### src/rtl/buf_pingpong_sched_pkg.sv
// Shared types and sizes for the ping-pong buffer scheduler.
//   BUF_NUM     : number of ping-pong buffers (two; pointers are 1 bit)
//   BUF_AW      : width of a per-buffer 128-bit-entry count
//   buf_state_t : lifecycle of one buffer
package buf_sched_pkg;

  localparam int unsigned BUF_NUM = 2;
  localparam int unsigned BUF_AW  = 7;

  typedef enum logic [1:0] {
    EMPTY    = 2'd0,
    FILLING  = 2'd1,
    FULL     = 2'd2,
    DRAINING = 2'd3
  } buf_state_t;

endpackage

### src/rtl/buf_pingpong_sched_if.sv
// Handshake bundle between the transfer controller / DMA / buffer reader
// (master side) and the ping-pong scheduler (slave side).
//   fill_req/fill_grant/fill_buf/fill_done/fill_words : fill handshake
//   drain_req/drain_grant/drain_buf/drain_words/drain_done : drain handshake
//   abort : synchronous clear of buffer bookkeeping
//   buffer_rw_select/full_cnt/proto_err : status
interface buf_pingpong_sched_if;
  import buf_sched_pkg::*;

  logic              fill_req;
  logic              fill_grant;
  logic              fill_buf;
  logic              fill_done;
  logic [BUF_AW-1:0] fill_words;
  logic              drain_req;
  logic              drain_grant;
  logic              drain_buf;
  logic [BUF_AW-1:0] drain_words;
  logic              drain_done;
  logic              abort;
  logic [1:0]        buffer_rw_select;
  logic [1:0]        full_cnt;
  logic              proto_err;

  modport master (
    output fill_req, fill_done, fill_words, drain_req, drain_done, abort,
    input  fill_grant, fill_buf, drain_grant, drain_buf, drain_words,
           buffer_rw_select, full_cnt, proto_err
  );

  modport slave (
    input  fill_req, fill_done, fill_words, drain_req, drain_done, abort,
    output fill_grant, fill_buf, drain_grant, drain_buf, drain_words,
           buffer_rw_select, full_cnt, proto_err
  );
endinterface

### src/rtl/buf_pingpong_sched_slot.sv
// State and entry count of a single ping-pong buffer.
//   clk, rst       : clock, async active-high reset
//   clr_i          : synchronous clear (abort), dominates all events
//   fill_start_i   : buffer granted to DMA writer
//   fill_end_i     : fill finished; fill_words_i entries written (0 = none)
//   drain_start_i  : buffer granted to reader
//   drain_end_i    : drain finished
//   state_o/count_o: registered state and entry count
module buf_state_slot
  import buf_sched_pkg::*;
(
  input  logic              clk,
  input  logic              rst,
  input  logic              clr_i,
  input  logic              fill_start_i,
  input  logic              fill_end_i,
  input  logic [BUF_AW-1:0] fill_words_i,
  input  logic              drain_start_i,
  input  logic              drain_end_i,
  output buf_state_t        state_o,
  output logic [BUF_AW-1:0] count_o
);

  buf_state_t        state_q, state_d;
  logic [BUF_AW-1:0] count_q, count_d;

  always_ff @(posedge clk or posedge rst) begin
    if (rst) begin
      state_q <= EMPTY;
      count_q <= '0;
    end else begin
      state_q <= state_d;
      count_q <= count_d;
    end
  end

  always_comb begin
    state_d = state_q;
    count_d = count_q;
    if (clr_i) begin
      state_d = EMPTY;
      count_d = '0;
    end else begin
      if (fill_start_i) state_d = FILLING;
      if (fill_end_i) begin
        // An empty fill hands the buffer straight back without publishing it
        if (fill_words_i != '0) begin
          state_d = FULL;
          count_d = fill_words_i;
        end else begin
          state_d = EMPTY;
        end
      end
      if (drain_start_i) state_d = DRAINING;
      if (drain_end_i) begin
        state_d = EMPTY;
        count_d = '0;
      end
    end
  end

  assign state_o = state_q;
  assign count_o = count_q;

endmodule

### src/rtl/buf_pingpong_sched.sv
// Ping-pong buffer scheduler: grants the two buffers alternately to a DMA
// writer (fill) and a reader (drain) so that drain order equals fill order.
//   clk, rst : clock, async active-high reset
//   bus      : slave side of buf_pingpong_sched_if (handshakes + status)
module buf_pingpong_sched
  import buf_sched_pkg::*;
(
  input  logic                  clk,
  input  logic                  rst,
  buf_pingpong_sched_if.slave   bus
);

  buf_state_t        st  [BUF_NUM];
  logic [BUF_AW-1:0] cnt [BUF_NUM];

  logic              fill_ptr_q, fill_ptr_d;
  logic              drain_ptr_q, drain_ptr_d;
  logic              fill_grant_q, fill_grant_d;
  logic              drain_grant_q, drain_grant_d;
  logic              fill_buf_q, fill_buf_d;
  logic              drain_buf_q, drain_buf_d;
  logic [BUF_AW-1:0] drain_words_q, drain_words_d;
  logic              proto_err_q, proto_err_d;

  logic       filling_any, draining_any;
  logic [1:0] rw_sel, full_sum;
  logic       fill_go, fill_end, drain_go, drain_end;

  always_comb begin
    filling_any  = 1'b0;
    draining_any = 1'b0;
    rw_sel       = '0;
    full_sum     = '0;
    for (int unsigned i = 0; i < BUF_NUM; i++) begin
      if (st[i] == FILLING) begin
        filling_any = 1'b1;
        rw_sel[i]   = 1'b1;
      end
      if (st[i] == DRAINING) draining_any = 1'b1;
      if (st[i] == FULL)     full_sum     = full_sum + 2'd1;
    end
  end

  // Decisions use registered state only, so a buffer released on one edge
  // cannot be re-granted until the following edge.
  assign fill_go   = bus.fill_req  && !bus.abort && !filling_any  && (st[fill_ptr_q]  == EMPTY);
  assign drain_go  = bus.drain_req && !bus.abort && !draining_any && (st[drain_ptr_q] == FULL);
  assign fill_end  = bus.fill_done  && !bus.abort && filling_any;
  assign drain_end = bus.drain_done && !bus.abort && draining_any;

  for (genvar g = 0; g < BUF_NUM; g++) begin : g_slot
    buf_state_slot u_slot (
      .clk           (clk),
      .rst           (rst),
      .clr_i         (bus.abort),
      .fill_start_i  (fill_go   && (fill_ptr_q  == 1'(g))),
      .fill_end_i    (fill_end  && (fill_buf_q  == 1'(g))),
      .fill_words_i  (bus.fill_words),
      .drain_start_i (drain_go  && (drain_ptr_q == 1'(g))),
      .drain_end_i   (drain_end && (drain_buf_q == 1'(g))),
      .state_o       (st[g]),
      .count_o       (cnt[g])
    );
  end

  always_ff @(posedge clk or posedge rst) begin
    if (rst) begin
      fill_ptr_q    <= 1'b0;
      drain_ptr_q   <= 1'b0;
      fill_grant_q  <= 1'b0;
      drain_grant_q <= 1'b0;
      fill_buf_q    <= 1'b0;
      drain_buf_q   <= 1'b0;
      drain_words_q <= '0;
      proto_err_q   <= 1'b0;
    end else begin
      fill_ptr_q    <= fill_ptr_d;
      drain_ptr_q   <= drain_ptr_d;
      fill_grant_q  <= fill_grant_d;
      drain_grant_q <= drain_grant_d;
      fill_buf_q    <= fill_buf_d;
      drain_buf_q   <= drain_buf_d;
      drain_words_q <= drain_words_d;
      proto_err_q   <= proto_err_d;
    end
  end

  always_comb begin
    fill_ptr_d    = fill_ptr_q;
    drain_ptr_d   = drain_ptr_q;
    fill_grant_d  = 1'b0;
    drain_grant_d = 1'b0;
    fill_buf_d    = fill_buf_q;
    drain_buf_d   = drain_buf_q;
    drain_words_d = drain_words_q;
    proto_err_d   = proto_err_q;
    if (bus.abort) begin
      fill_ptr_d    = 1'b0;
      drain_ptr_d   = 1'b0;
      fill_buf_d    = 1'b0;
      drain_buf_d   = 1'b0;
      drain_words_d = '0;
    end else begin
      if (fill_go) begin
        fill_grant_d = 1'b1;
        fill_buf_d   = fill_ptr_q;
      end
      // Only a published buffer advances the pointer; an empty fill reuses it
      if (fill_end && (bus.fill_words != '0)) fill_ptr_d = ~fill_ptr_q;
      if (drain_go) begin
        drain_grant_d = 1'b1;
        drain_buf_d   = drain_ptr_q;
        drain_words_d = cnt[drain_ptr_q];
      end
      if (drain_end) drain_ptr_d = ~drain_ptr_q;
      if ((bus.fill_done && !filling_any) || (bus.drain_done && !draining_any))
        proto_err_d = 1'b1;
    end
  end

  assign bus.fill_grant       = fill_grant_q;
  assign bus.fill_buf         = fill_buf_q;
  assign bus.drain_grant      = drain_grant_q;
  assign bus.drain_buf        = drain_buf_q;
  assign bus.drain_words      = drain_words_q;
  assign bus.proto_err        = proto_err_q;
  assign bus.buffer_rw_select = rw_sel;
  assign bus.full_cnt         = full_sum;

endmodule

### src/flat_wrapper.sv
// flat-port wrapper written by rule: the top's interface ports become plain ports
module buf_pingpong_sched_flat import buf_sched_pkg::*;
  (clk, rst, bus_fill_req, bus_fill_done, bus_fill_words, bus_drain_req, bus_drain_done, bus_abort, bus_fill_grant, bus_fill_buf, bus_drain_grant, bus_drain_buf, bus_drain_words, bus_buffer_rw_select, bus_full_cnt, bus_proto_err);
  buf_pingpong_sched_if bus_i ();
  input  logic clk;
  input  logic rst;
  input wire logic [$bits(bus_i.fill_req)-1:0] bus_fill_req;
  input wire logic [$bits(bus_i.fill_done)-1:0] bus_fill_done;
  input wire logic [$bits(bus_i.fill_words)-1:0] bus_fill_words;
  input wire logic [$bits(bus_i.drain_req)-1:0] bus_drain_req;
  input wire logic [$bits(bus_i.drain_done)-1:0] bus_drain_done;
  input wire logic [$bits(bus_i.abort)-1:0] bus_abort;
  output wire logic [$bits(bus_i.fill_grant)-1:0] bus_fill_grant;
  output wire logic [$bits(bus_i.fill_buf)-1:0] bus_fill_buf;
  output wire logic [$bits(bus_i.drain_grant)-1:0] bus_drain_grant;
  output wire logic [$bits(bus_i.drain_buf)-1:0] bus_drain_buf;
  output wire logic [$bits(bus_i.drain_words)-1:0] bus_drain_words;
  output wire logic [$bits(bus_i.buffer_rw_select)-1:0] bus_buffer_rw_select;
  output wire logic [$bits(bus_i.full_cnt)-1:0] bus_full_cnt;
  output wire logic [$bits(bus_i.proto_err)-1:0] bus_proto_err;
  assign bus_i.fill_req = bus_fill_req;
  assign bus_i.fill_done = bus_fill_done;
  assign bus_i.fill_words = bus_fill_words;
  assign bus_i.drain_req = bus_drain_req;
  assign bus_i.drain_done = bus_drain_done;
  assign bus_i.abort = bus_abort;
  assign bus_fill_grant = bus_i.fill_grant;
  assign bus_fill_buf = bus_i.fill_buf;
  assign bus_drain_grant = bus_i.drain_grant;
  assign bus_drain_buf = bus_i.drain_buf;
  assign bus_drain_words = bus_i.drain_words;
  assign bus_buffer_rw_select = bus_i.buffer_rw_select;
  assign bus_full_cnt = bus_i.full_cnt;
  assign bus_proto_err = bus_i.proto_err;
  buf_pingpong_sched u_core (.clk(clk), .rst(rst), .bus(bus_i));
endmodule
### config.mk
export PLATFORM = sky130hd
export DESIGN_NAME = buf_pingpong_sched_flat
export DESIGN_NICKNAME = d
export VERILOG_FILES = /design/src/rtl/buf_pingpong_sched_pkg.sv /design/src/rtl/buf_pingpong_sched_if.sv /design/src/rtl/buf_pingpong_sched_slot.sv /design/src/rtl/buf_pingpong_sched.sv /design/src/flat_wrapper.sv
export SDC_FILE = /design/constraint.sdc
export NUM_CORES = 1
export LEC_CHECK = 0
export ABC_AREA = 1
export CAP_MARGIN = 15
export CORE_MARGIN = 3
export CORE_UTILIZATION = 46
export DETAILED_ROUTE_END_ITERATION = 10
export GPL_TIMING_DRIVEN = 0
export PLACE_DENSITY = 0.78
export RECOVER_POWER = 100
export SYNTH_ARGS = -nofsm -noshare
export SYNTH_HDL_FRONTEND = slang
export SYNTH_SLANG_ARGS = --single-unit
export TNS_END_PERCENT = 1
### constraint.sdc
create_clock -name clk -period 1.4 [get_ports clk]
set_input_delay 0.28 -clock clk [delete_from_list [all_inputs] [get_ports clk]]
set_output_delay 0.28 -clock clk [all_outputs]
set_load 0.03 [all_outputs]
==> results of run 1 <==
## worst max-delay path by stage
stage,depth (start not counted),start,end,slack (ns)
2_1_floorplan,10,u_core.g_slot[0].u_slot.state_o[1],u_core.g_slot[1].u_slot.count_o[0],0.07
3_3_place_gp,7,bus_abort,u_core.g_slot[1].u_slot.count_o[1],-0.59
3_5_place_dp,7,bus_abort,u_core.g_slot[1].u_slot.count_o[4],-0.61
4_1_cts,4,u_core.g_slot[1].u_slot.state_o[1],bus_full_cnt[0],-0.25
5_1_grt,5,u_core.g_slot[1].u_slot.state_o[0],bus_full_cnt[0],-0.25
6_report,3,u_core.g_slot[0].u_slot.state_o[0],bus_full_cnt[0],-0.19
## metrics by stage
step / TNS [ns] / setup WS (ns) / instances
floorplan: 0 / 0.0686 / 204
global placement: -26.53 / -0.595 / 279
detailed placement: -15.50 / -0.605 / 280
CTS: -2.14 / -0.250 / 290
global route: -5.25 / -0.245 / 291
finish: -1.13 / -0.189 / 291
## final cells by class
cell class	instances	area, um^2
plain buffers	1	15.0
inverters	24	92.6
well taps	46	57.6
flip-flops and latches	32	805
multi-input cells	147	806
clock inverters	3	42.5
repair buffers	33	285
clock buffers	5	37.5
fillers	289	1250
## cell usage after synthesis, drive strengths merged
cell type and count:
nor3 1, buf 1, nand2 76, nor2 20, ha 1, nand3 22, inv 24, a31oi 2
o21ai 13, dfrtp 32, o31ai 1, a22oi 7, a21oi 1, o22ai 1, nand3b 2
## report_power, final
part	switching, uW	total (uW)	internal [uW]
Sequential	93.0	1120	1030
Combinational	600	954	354
Clock	333	705	372
## flip-flops by register name, summed over array words and instances, names as in the netlist
register / cells
u_core.g_slot.u_slot.state_o: 4
u_core.bus.drain_words: 7
u_core.bus.proto_err: 1
u_core.bus.fill_buf: 1
u_core.g_slot.u_slot.count_o: 14
u_core.bus.fill_grant: 1
u_core.bus.drain_buf: 1
u_core.bus.drain_grant: 1
u_core.fill_ptr_q: 1
u_core.drain_ptr_q: 1
## critical path, cell delays in order, from the launching register on
cell and delay (ns):
sky130_fd_sc_hd__dfrtp_2 0.48, sky130_fd_sc_hd__nor2_4 0.16, sky130_fd_sc_hd__ha_4 0.21, sky130_fd_sc_hd__buf_6 0.13
## logic make-up (layout without fill, tap and decap cells)
logic type	after synthesis	count (layout)	share of synthesized area (%)
compound gates	25	25	10.7
buf+inv	25	66	6.41
flops	32	32	48.9
simple gates	121	121	33.3
fa+ha+maj	1	1	0.763
## cells in the final DEF, fill, tap and decap left out, types with 6 or more instances in the layout
| cell type | netlist | layout |
|---|---|---|
| sky130_fd_sc_hd__o21ai_0 | 6 | 6 |
| sky130_fd_sc_hd__inv_1 | 22 | 14 |
| sky130_fd_sc_hd__dfrtp_1 | 32 | 29 |
| sky130_fd_sc_hd__clkdlybuf4s50_1 | 0 | 11 |
| sky130_fd_sc_hd__inv_2 | 2 | 9 |
| sky130_fd_sc_hd__nand2_2 | 5 | 11 |
| sky130_fd_sc_hd__nor2_1 | 13 | 10 |
| sky130_fd_sc_hd__o21ai_2 | 7 | 7 |
| sky130_fd_sc_hd__a22oi_1 | 7 | 7 |
| sky130_fd_sc_hd__nand3_1 | 22 | 21 |
| sky130_fd_sc_hd__nor2_4 | 5 | 7 |
| sky130_fd_sc_hd__nand2_1 | 71 | 62 |
## metal layers
layer	track usage, %	share of wire (%)	vias to the layer above
li1	-	-	740
met1	27.0	46	685
met2	31.3	48	39
met3	4.62	4.9	4
met4	8.29	0.94	0
met5	0	0	-
## what timing repair did
item,CTS,global route
setup endpoints to repair,42,42
gates resized for setup,47,43
pin swaps,0,5
setup buffers,2,1
==> summary.md, run 1 <==
| Metric | Value |
|---|---|
| Net count of the mapped netlist | around 220 |
| Average routed wire per standard cell | between 10 and 15 um |
| Largest voltage drop on the vdd net | approximately 500 uV |
| Vias/cell | about 5.0 |
| Count of input and output buffers | 29 |
| Floorplan Core Area | 0.00339 mm^2 |
| Antenna cell count | 0 |
| Worst clock skew | around 0.0066 ns |
| Post-layout minimum cycle time | 1.59 ns |
| Slack of the worst reg-to-reg path | -0.09 ns |
| Number of buffers on the longest clock path | 2 |
| Count of nets left with antenna violations after detail routing | 0 |
| Relative slew slack | a little under 70% |
| Violations in the final reports | setup timing |
| Gr ovfl total | 0 |
| Routed via count | between 1,000 and 1,500 |
| Cell Area, Placed | 0.00201 mm^2 |
| Maximum operating frequency | approximately 630 MHz |
| Type of the worst min-delay path | in -> async |
| Finish-stage setup viols | 28 |
| Data arrival at the endpoint of the critical path | roughly 1.3 ns |
| Path depth of the worst reg2reg path | 9 |
| Max-slew violations | 0 |
| # hold bufs at CTS | 0 |
| Number of nets in the layout | about 260 |
| Clk_lat worst skew | approximately 0.33 ns |
| Pwr dens | around 1300 mW/mm^2 |
| Level count of the clock H-tree | 2 |
| Total number of yosys warnings | 0 |
| Final core utilization | approximately 63% |
| Startpoint of the worst register-to-register path | u_core.g_slot[1].u_slot.state_o[0] |
| GRT Total Usage | between 20% and 30% |
| Number of CTS-inserted buffers | 5 |
| Final Worst Setup Slack | -0.189 ns |
| Worst Path Max Fanout | 6 |
| Final Routed Wirelength | 3.61 mm |
| Drt first pass iters | 4 |
| Antenna violations before repair | 0 |
| Avg Synthesized Cell Area | approximately 8.0 um^2 |
| First-pass GRT wire length | roughly 6.5 mm |
| Dominant cell type by area after synthesis | sky130_fd_sc_hd__dfrtp_1 |
| # IOs | 30 |
| Die Footprint | approximately 0.0043 mm^2 |
| Site row count | 21 |
| Number of instances in the synthesized netlist | 204 |
| Clock root buffer | sky130_fd_sc_hd__clkbuf_4 |
| Cells taking the most area after synthesis | sky130_fd_sc_hd__dfrtp_1 49%, sky130_fd_sc_hd__nand2_1 16%, sky130_fd_sc_hd__nand3_1 6.7% |
| Final worst path period share | 114% |
| Area growth from synthesis to layout | 30.6% |
| RD Place Congestion | between 0.8 and 0.9 |
| Least-Margin Pin Slew | around 0.5 ns |
| Netlist cell types | 20 |
| Power, Total | around 2800 uW |
| Synthesis-stage register bit count | 32 |
| Ratio of cells with drive above 1 in the final layout | 28.6% |
| Top-area cell type share of the netlist area | between 40% and 50% |
| Via count of the first global-routing pass | 1,454 |
| Post-detail-place hpwl | ~2.6 mm |
| Type of destination of the critical path | output port |
| Unrepaired setup endpoints after global routing | yes |
| Critical Path Source Type | flip-flop |
| Data required time at the worst endpoint | between 1 and 1.5 ns |
| Maximum Capacitance Violations | 0 |
| Share of synthesized area occupied by flip-flops and latches | 48.9% |
| Setup CP Type | reg -> out |
| Static Leakage | 0.00111 uW |
| Number of design rule violations left after detail routing | 0 |
| Largest net degree at the start of global routing | 22 |
| Result of the run | finished, violations left |
| Horiz. Die Dim | 65.7 um |
| Number of hold violations in the final report | 0 |
| Die extent in y | 65.7 um |
| Post-Synthesis Cell Area | between 0.0015 and 0.002 mm^2 |
| Starting Density | slightly below 50% |
| Capturing point of the worst reg2reg path | u_core.g_slot[1].u_slot.state_o[0] |
| DR iter-0 viols | between 60 and 70 |
| Hold WS | about 0.38 ns |
| Clock-pin slew of the registers on the worst-case setup and hold paths | ~0.1 ns |
| Layout Cell Area excl Fill | ~0.0021 mm^2 |
| CTS tree | yes |
| Clk sinks | 32 |
No activity file was read; power rests on OpenSTA's default activity.
==> run 2: changes to the inputs <==
- CAP_MARGIN: 15 -> default
==> run 2 against run 1 <==
The flow still finishes with violations (setup timing). Total power grew 1.6%. Sequential power is essentially flat. Non-clock buffer count grew 2. Critical path type unchanged. Largest power group unchanged.
==> summary.md, run 2 (same netlist as run 1, synthesis figures left out) <==
| Metric | Value |
|---|---|
| Clock root buffer | sky130_fd_sc_hd__clkbuf_4 (unchanged) |
| Horiz. Die Dim | 65.7 um (unchanged) |
| Post-detail-place hpwl | 2.50 mm (was 2.57 mm) |
| First-pass GRT wire length | 6.39 mm (was 6.55 mm) |
| Routed via count | 1,465 (was 1,468) |
| Die Footprint | 0.00432 mm^2 (unchanged) |
| Via count of the first global-routing pass | 1,421 (was 1,454) |
| Cell-by-cell listing of the critical path | nor2_4 -> ha_4 -> buf_6 (unchanged) |
| Startpoint of the worst register-to-register path | u_core.g_slot[1].u_slot.state_o[0] (unchanged) |
| CP max stage delay | 0.47 ns (was 0.48 ns) |
| Maximum operating frequency | 630 MHz (was 629 MHz) |
| Setup CP Type | reg -> out (unchanged) |
| Post-layout minimum cycle time | 1.59 ns (about the same) |
| Largest voltage drop on the vdd net | 689 uV (was 499 uV) |
| Antenna violations before repair | 0 (unchanged) |
| Type of destination of the critical path | output port (unchanged) |
| Relative slew slack | 63.0% (was 67.3%) |
| Static Leakage | 0.00111 uW (about the same) |
| Path depth of the worst reg2reg path | 10 (was 9) |
| Number of design rule violations left after detail routing | 0 (unchanged) |
| Number of buffers on the longest clock path | 2 (unchanged) |
| Data required time at the worst endpoint | 1.12 ns (about the same) |
| Final Routed Wirelength | 3.53 mm (was 3.61 mm) |
| WP buf/inv | 1 (unchanged) |
| Die extent in y | 65.7 um (unchanged) |
| Clock-pin slew of the registers on the worst-case setup and hold paths | 0.10 ns (about the same) |
| Total negative setup slack | -0.909 ns (was -1.13 ns) |
| Maximum Capacitance Violations | 0 (unchanged) |
| Site row count | 21 (unchanged) |
| # IOs | 30 (unchanged) |
| Antenna cell count | 0 (unchanged) |
| Capturing point of the worst reg2reg path | u_core.bus.drain_buf (was u_core.g_slot[1].u_slot.state_o[0]) |
| Level count of the clock H-tree | 2 (unchanged) |
| Top delay family on crit path | flip-flops (unchanged) |
| Number of nets in the layout | 261 (was 259) |
| Gr ovfl total | 0 (unchanged) |
| CTS tree | yes (unchanged) |
| Pwr dens | 1330 mW/mm^2 (was 1300 mW/mm^2) |
| Finish-stage setup viols | 22 (was 28) |
| Worst Path Max Fanout | 6 (unchanged) |
| Largest net degree at the start of global routing | 33 (was 22) |
| Count of input and output buffers | 29 (unchanged) |
| Hold WS | 0.350 ns (was 0.384 ns) |
| Data arrival at the endpoint of the critical path | 1.31 ns (about the same) |
| Average routed wire per standard cell | 12.1 um (was 12.4 um) |
| Ratio of cells with drive above 1 in the final layout | 29.1% (was 28.6%) |
| Type of the worst min-delay path | in -> async (unchanged) |
| Unrepaired setup endpoints after global routing | yes (unchanged) |
| Violations in the final reports | setup timing (unchanged) |
| Count of nets left with antenna violations after detail routing | 0 (unchanged) |
| Least-Margin Pin Slew | 0.554 ns (was 0.489 ns) |
| Post-placement worst setup slack | -0.617 ns (was -0.605 ns) |
| Clk_lat worst skew | 0.34 ns (was 0.33 ns) |
| Final Worst Setup Slack | -0.188 ns (was -0.189 ns) |
| Slack of the worst reg-to-reg path | -0.06 ns (was -0.09 ns) |
| Area growth from synthesis to layout | 29.8% (was 30.6%) |
| Result of the run | finished, violations left (unchanged) |
| Clk sinks | 32 (unchanged) |
| GRT Total Usage | 19.5% (was 20.1%) |
| Final worst path period share | 113% (was 114%) |
| Critical Path Source Type | flip-flop (unchanged) |
| Vias/cell | 5.00 (was 5.04) |
| Starting Density | 48.4% (unchanged) |
| Worst clock skew | 0.0106 ns (was 0.00664 ns) |
| Most frequent standard cell in the layout excluding fill and tap cells | sky130_fd_sc_hd__nand2_1 (unchanged) |
| DR iter-0 viols | 60 (was 61) |
| Max-slew violations | 0 (unchanged) |
| Leading cell types in the layout, fill and taps excluded | 62 x sky130_fd_sc_hd__nand2_1, 30 x sky130_fd_sc_hd__dfrtp_1, 22 x sky130_fd_sc_hd__nand3_1, 14 x sky130_fd_sc_hd__inv_1, 12 x sky130_fd_sc_hd__nand2_2 (was 62 x sky130_fd_sc_hd__nand2_1, 29 x sky130_fd_sc_hd__dfrtp_1, 21 x sky130_fd_sc_hd__nand3_1, 14 x sky130_fd_sc_hd__inv_1) |
| Floorplan Core Area | 0.00339 mm^2 (unchanged) |
| Number of CTS-inserted buffers | 5 (unchanged) |
| Number of hold violations in the final report | 0 (unchanged) |
| RD Place Congestion | 0.848 (unchanged) |
| Drt first pass iters | 5 (was 4) |
| Crit path max-delay cell type | sky130_fd_sc_hd__dfrtp_2 (unchanged) |
| Max FFs per register | 14 (unchanged) |
## run 2: cell types whose count changed in the layout (fill, tap and decap cells not counted), moves of 2 or more
cell                              change
sky130_fd_sc_hd__buf_4                +2
sky130_fd_sc_hd__clkbuf_1             +2
sky130_fd_sc_hd__clkbuf_2             +2
sky130_fd_sc_hd__clkdlybuf4s15_1      -2
sky130_fd_sc_hd__nor2_1               -2
sky130_fd_sc_hd__nor2_2               +2
## run 2: metal layers
metal	global-route usage (%)	part of all wire, %	vias up
li1	-	-	748
met1	26.6	47	668
met2	28.9	46	38
met3	4.96	5.0	11
met4	9.33	2.2	0
met5	0	0	-
## run 2: worst max path at each step
stage	startpoint	end	cells past startpoint	slack [ns]
6_report	u_core.g_slot[0].u_slot.state_o[0]	bus_full_cnt[0]	3	-0.19
5_1_grt	u_core.g_slot[0].u_slot.state_o[0]	bus_full_cnt[0]	3	-0.25
4_1_cts	u_core.g_slot[0].u_slot.state_o[0]	bus_full_cnt[0]	3	-0.25
3_5_place_dp	bus_abort	u_core.g_slot[1].u_slot.count_o[4]	7	-0.62
3_3_place_gp	bus_abort	u_core.g_slot[1].u_slot.count_o[1]	7	-0.59
2_1_floorplan	u_core.g_slot[0].u_slot.state_o[1]	u_core.g_slot[1].u_slot.count_o[0]	10	0.07
## run 2: layout make-up
type                            instances  area [um^2]
Sequential cell                        32          803
Fill cell                             276         1260
Buffer                                  1         15.0
Clock inverter                          3         42.5
Timing Repair Buffer                   35          282
Inverter                               24         90.1
Tap cell                               46         57.6
Clock buffer                            5         37.5
Multi-Input combinational cell        147          801
## run 2: timing repair
action | CTS | global route
pin swaps | 1 | 6
setup buffers | 3 | 2
endpoints found under the setup margin | 42 | 42
resized for setup | 48 | 44
hold buffers | 0 | 0
## run 2: metrics by stage
stage | instance area [um^2] | utilization, % | instances | power (uW)
final | 2130 | 62.8 | 293 | 2820
after global routing | 2130 | 62.8 | 293 | 3010
after CTS | 2090 | 61.8 | 290 | 2690
after detailed placement | 1990 | 58.6 | 279 | 1940
after global placement | 1990 | 58.6 | 279 | 1920
after floorplan | 1640 | - | 204 | 1680
## run 2: report_power, final
part           switching, uW  internal [uW]
Sequential              93.7           1030
Combinational            605            392
Clock                    334            372
Total                   1030           1790
==> run 3: changes to the inputs <==
- SKIP_CTS_REPAIR_TIMING: default -> 1
==> run 3 against run 2 <==
The flow still finishes with violations (setup timing). Cell count decreased by 1.4%. Critical path depth increased by 1. Total power decreased by 5.9%. Flip-flop and latch count unchanged. Cell area decreased by 4.2%. Critical endpoint unchanged. Largest power group unchanged.
==> summary.md, run 3 (same netlist as run 1, synthesis figures left out) <==
| Metric | Value |
|---|---|
| Result of the run | finished, violations left (unchanged) |
| Violations in the final reports | setup timing (unchanged) |
| Path depth of the worst reg2reg path | 10 (unchanged) |
| Ratio of cells with drive above 1 in the final layout | 19.8% (was 29.1%) |
| Area growth from synthesis to layout | 24.4% (was 29.8%) |
| Number of buffers on the longest clock path | 2 (unchanged) |
| Worst clock skew | 0.00365 ns (was 0.0106 ns) |
| Internal power contribution | 1690 uW (was 1790 uW) |
| Most frequent standard cell in the layout excluding fill and tap cells | sky130_fd_sc_hd__nand2_1 (unchanged) |
| Starting Density | 48.4% (unchanged) |
| Number of CTS-inserted buffers | 5 (unchanged) |
| Leading cell types in the layout, fill and taps excluded | 67 x sky130_fd_sc_hd__nand2_1, 31 x sky130_fd_sc_hd__dfrtp_1, 21 x sky130_fd_sc_hd__inv_1, 21 x sky130_fd_sc_hd__nand3_1, 11 x sky130_fd_sc_hd__clkdlybuf4s50_1 (was 62 x sky130_fd_sc_hd__nand2_1, 30 x sky130_fd_sc_hd__dfrtp_1, 22 x sky130_fd_sc_hd__nand3_1, 14 x sky130_fd_sc_hd__inv_1, 12 x sky130_fd_sc_hd__nand2_2) |
| CTS tree | yes (unchanged) |
| Type of the worst min-delay path | in -> async (unchanged) |
| Startpoint of the worst register-to-register path | u_core.g_slot[0].u_slot.state_o[1] (was u_core.g_slot[1].u_slot.state_o[0]) |
| Unrepaired setup endpoints after global routing | yes (unchanged) |
| Largest voltage drop on the vdd net | 631 uV (was 689 uV) |
| Max FFs per register | 14 (unchanged) |
| Antenna cell count | 0 (unchanged) |
| Maximum operating frequency | 594 MHz (was 630 MHz) |
| Top Usage Layer GRT | met2 (unchanged) |
| Hold WS | 0.350 ns (about the same) |
| GR Layer Usage met2 | 27.9% (was 28.9%) |
| Finish-stage setup viols | 19 (was 22) |
| Clock root buffer | sky130_fd_sc_hd__clkbuf_4 (unchanged) |
| Setup CP Type | reg -> out (unchanged) |
| Number of hold violations in the final report | 0 (unchanged) |
| Critical Path Source Type | flip-flop (unchanged) |
| Final Routed Wirelength | 3.56 mm (was 3.53 mm) |
| Total net switching power | 965 uW (was 1030 uW) |
| Horiz. Die Dim | 65.7 um (unchanged) |
| First-pass GRT wire length | 6.24 mm (was 6.39 mm) |
| Layout filler cell count | 299 (was 276) |
| Number of design rule violations left after detail routing | 0 (unchanged) |
| Die extent in y | 65.7 um (unchanged) |
| Clk pwr share | 26.6% (was 25.0%) |
| Count of nets left with antenna violations after detail routing | 0 (unchanged) |
| Crit path max-delay cell type | sky130_fd_sc_hd__dfrtp_1 (was sky130_fd_sc_hd__dfrtp_2) |
| Pwr dens | 1300 mW/mm^2 (was 1330 mW/mm^2) |
| Via count of the first global-routing pass | 1,391 (was 1,421) |
| Routed via count | 1,437 (was 1,465) |
| # IOs | 30 (unchanged) |
| Maximum Capacitance Violations | 0 (unchanged) |
| Clk_lat worst skew | 0.33 ns (was 0.34 ns) |
| Final core utilization | 60.2% (was 62.8%) |
| DR iter-0 viols | 68 (was 60) |
| Cell-by-cell listing of the critical path | inv_2 -> nor2_1 -> ha_1 -> clkbuf_4 (was nor2_4 -> ha_4 -> buf_6) |
| Drt first pass iters | 4 (was 5) |
| Antenna violations before repair | 0 (unchanged) |
| GRT Total Usage | 19.1% (was 19.5%) |
| Level count of the clock H-tree | 2 (unchanged) |
| Capturing point of the worst reg2reg path | u_core.g_slot[1].u_slot.count_o[4] (was u_core.bus.drain_buf) |
| Slack of the worst reg-to-reg path | -0.07 ns (was -0.06 ns) |
| Least-Margin Pin Slew | 0.552 ns (was 0.554 ns) |
| Max-slew violations | 0 (unchanged) |
| Switching Fraction | 36.3% (was 36.6%) |
| Logic gate share of total power | 31.3% (was 35.3%) |
| Sequential power share | 42.1% (was 39.7%) |
| Die Footprint | 0.00432 mm^2 (unchanged) |
| Relative slew slack | 63.2% (was 63.0%) |
| RD Place Congestion | 0.848 (unchanged) |
| Floorplan Core Area | 0.00339 mm^2 (unchanged) |
| Clock-pin slew of the registers on the worst-case setup and hold paths | 0.10 ns (about the same) |
| Post-detail-place hpwl | 2.50 mm (unchanged) |
| Count of input and output buffers | 29 (unchanged) |
| Clk sinks | 32 (unchanged) |
| Data arrival at the endpoint of the critical path | 1.40 ns (was 1.31 ns) |
| Final worst path period share | 120% (was 113%) |
| Final Worst Setup Slack | -0.284 ns (was -0.188 ns) |
| Fraction of met3 tracks used by global routing | 4.96% (unchanged) |
| Gr ovfl total | 0 (unchanged) |
| CP max stage delay | 0.41 ns (was 0.47 ns) |
| Static Leakage | 0.00109 uW (was 0.00111 uW) |
| Data required time at the worst endpoint | 1.12 ns (about the same) |
| Vias/cell | 4.97 (was 5.00) |
| Met1 Track Usage GR | 26.0% (was 26.6%) |
| Total negative setup slack | -1.38 ns (was -0.909 ns) |
| Largest net degree at the start of global routing | 33 (unchanged) |
| Number of nets in the layout | 257 (was 261) |
| Average routed wire per standard cell | 12.3 um (was 12.1 um) |
| Post-layout minimum cycle time | 1.68 ns (was 1.59 ns) |
| Site row count | 21 (unchanged) |
| Worst Path Max Fanout | 4 (was 6) |
| Type of destination of the critical path | output port (unchanged) |
## run 3: routing by layer
metal | share of wire, % | vias to the layer above | routed length (um)
li1 | - | 741 | -
met3 | 5.1 | 7 | 182
met2 | 46 | 40 | 1640
met5 | 0 | - | 0
met1 | 47 | 649 | 1670
met4 | 1.6 | 0 | 56
## run 3: area by class of cell
class | instances | area [um^2] | share of cell area (%)
buffer | 1 | 15.0 | 0.736
clock buffer | 5 | 37.5 | 1.84
clock inverter | 3 | 42.5 | 2.09
inverter | 24 | 90.1 | 4.42
multi-input combinational | 147 | 763 | 37.4
sequential | 32 | 802 | 39.3
tap | 46 | 57.6 | 2.82
timing repair buffer | 31 | 231 | 11.3
## run 3: power groups by stage
stage | registers [uW] | logic, uW | clock network (uW)
after floorplan | 1150 | 524 | 0
after global placement | 1120 | 804 | 0
final | 1120 | 833 | 706
after global routing | 1130 | 935 | 770
after detailed placement | 1130 | 815 | 0
after CTS | 1110 | 819 | 721
## run 3: how the worst max path moves through the flow
stage                     slack (ns)  depth (start not counted)                                from                                 end
final                          -0.28                          4  u_core.g_slot[0].u_slot.state_o[1]                     bus_full_cnt[0]
after floorplan                 0.07                         10  u_core.g_slot[0].u_slot.state_o[1]  u_core.g_slot[1].u_slot.count_o[0]
after CTS                      -0.81                          4  u_core.g_slot[0].u_slot.state_o[1]                     bus_full_cnt[0]
after global routing           -0.38                          5  u_core.g_slot[1].u_slot.state_o[0]                     bus_full_cnt[0]
after global placement         -0.59                          7                           bus_abort  u_core.g_slot[1].u_slot.count_o[1]
after detailed placement       -0.62                          7                           bus_abort  u_core.g_slot[1].u_slot.count_o[4]
## run 3: worst max-delay path, delay by kind of cell, from the launching register on
family / cells / cell delay, ns
adder cells (fa/ha/maj): 1 / 0.26
buffers and inverters: 2 / 0.25
AND/OR/NAND/NOR: 1 / 0.15
flip-flops: 1 / 0.41
## run 3: through the flow
stage	instance area (um^2)	cells	setup slack (ns)	power [uW]
global route	2040	289	-0.375	2840
global placement	1990	279	-0.595	1920
finish	2040	289	-0.284	2660
floorplan	1640	204	0.0686	1680
CTS	2070	287	-0.806	2650
detailed placement	1990	279	-0.617	1940
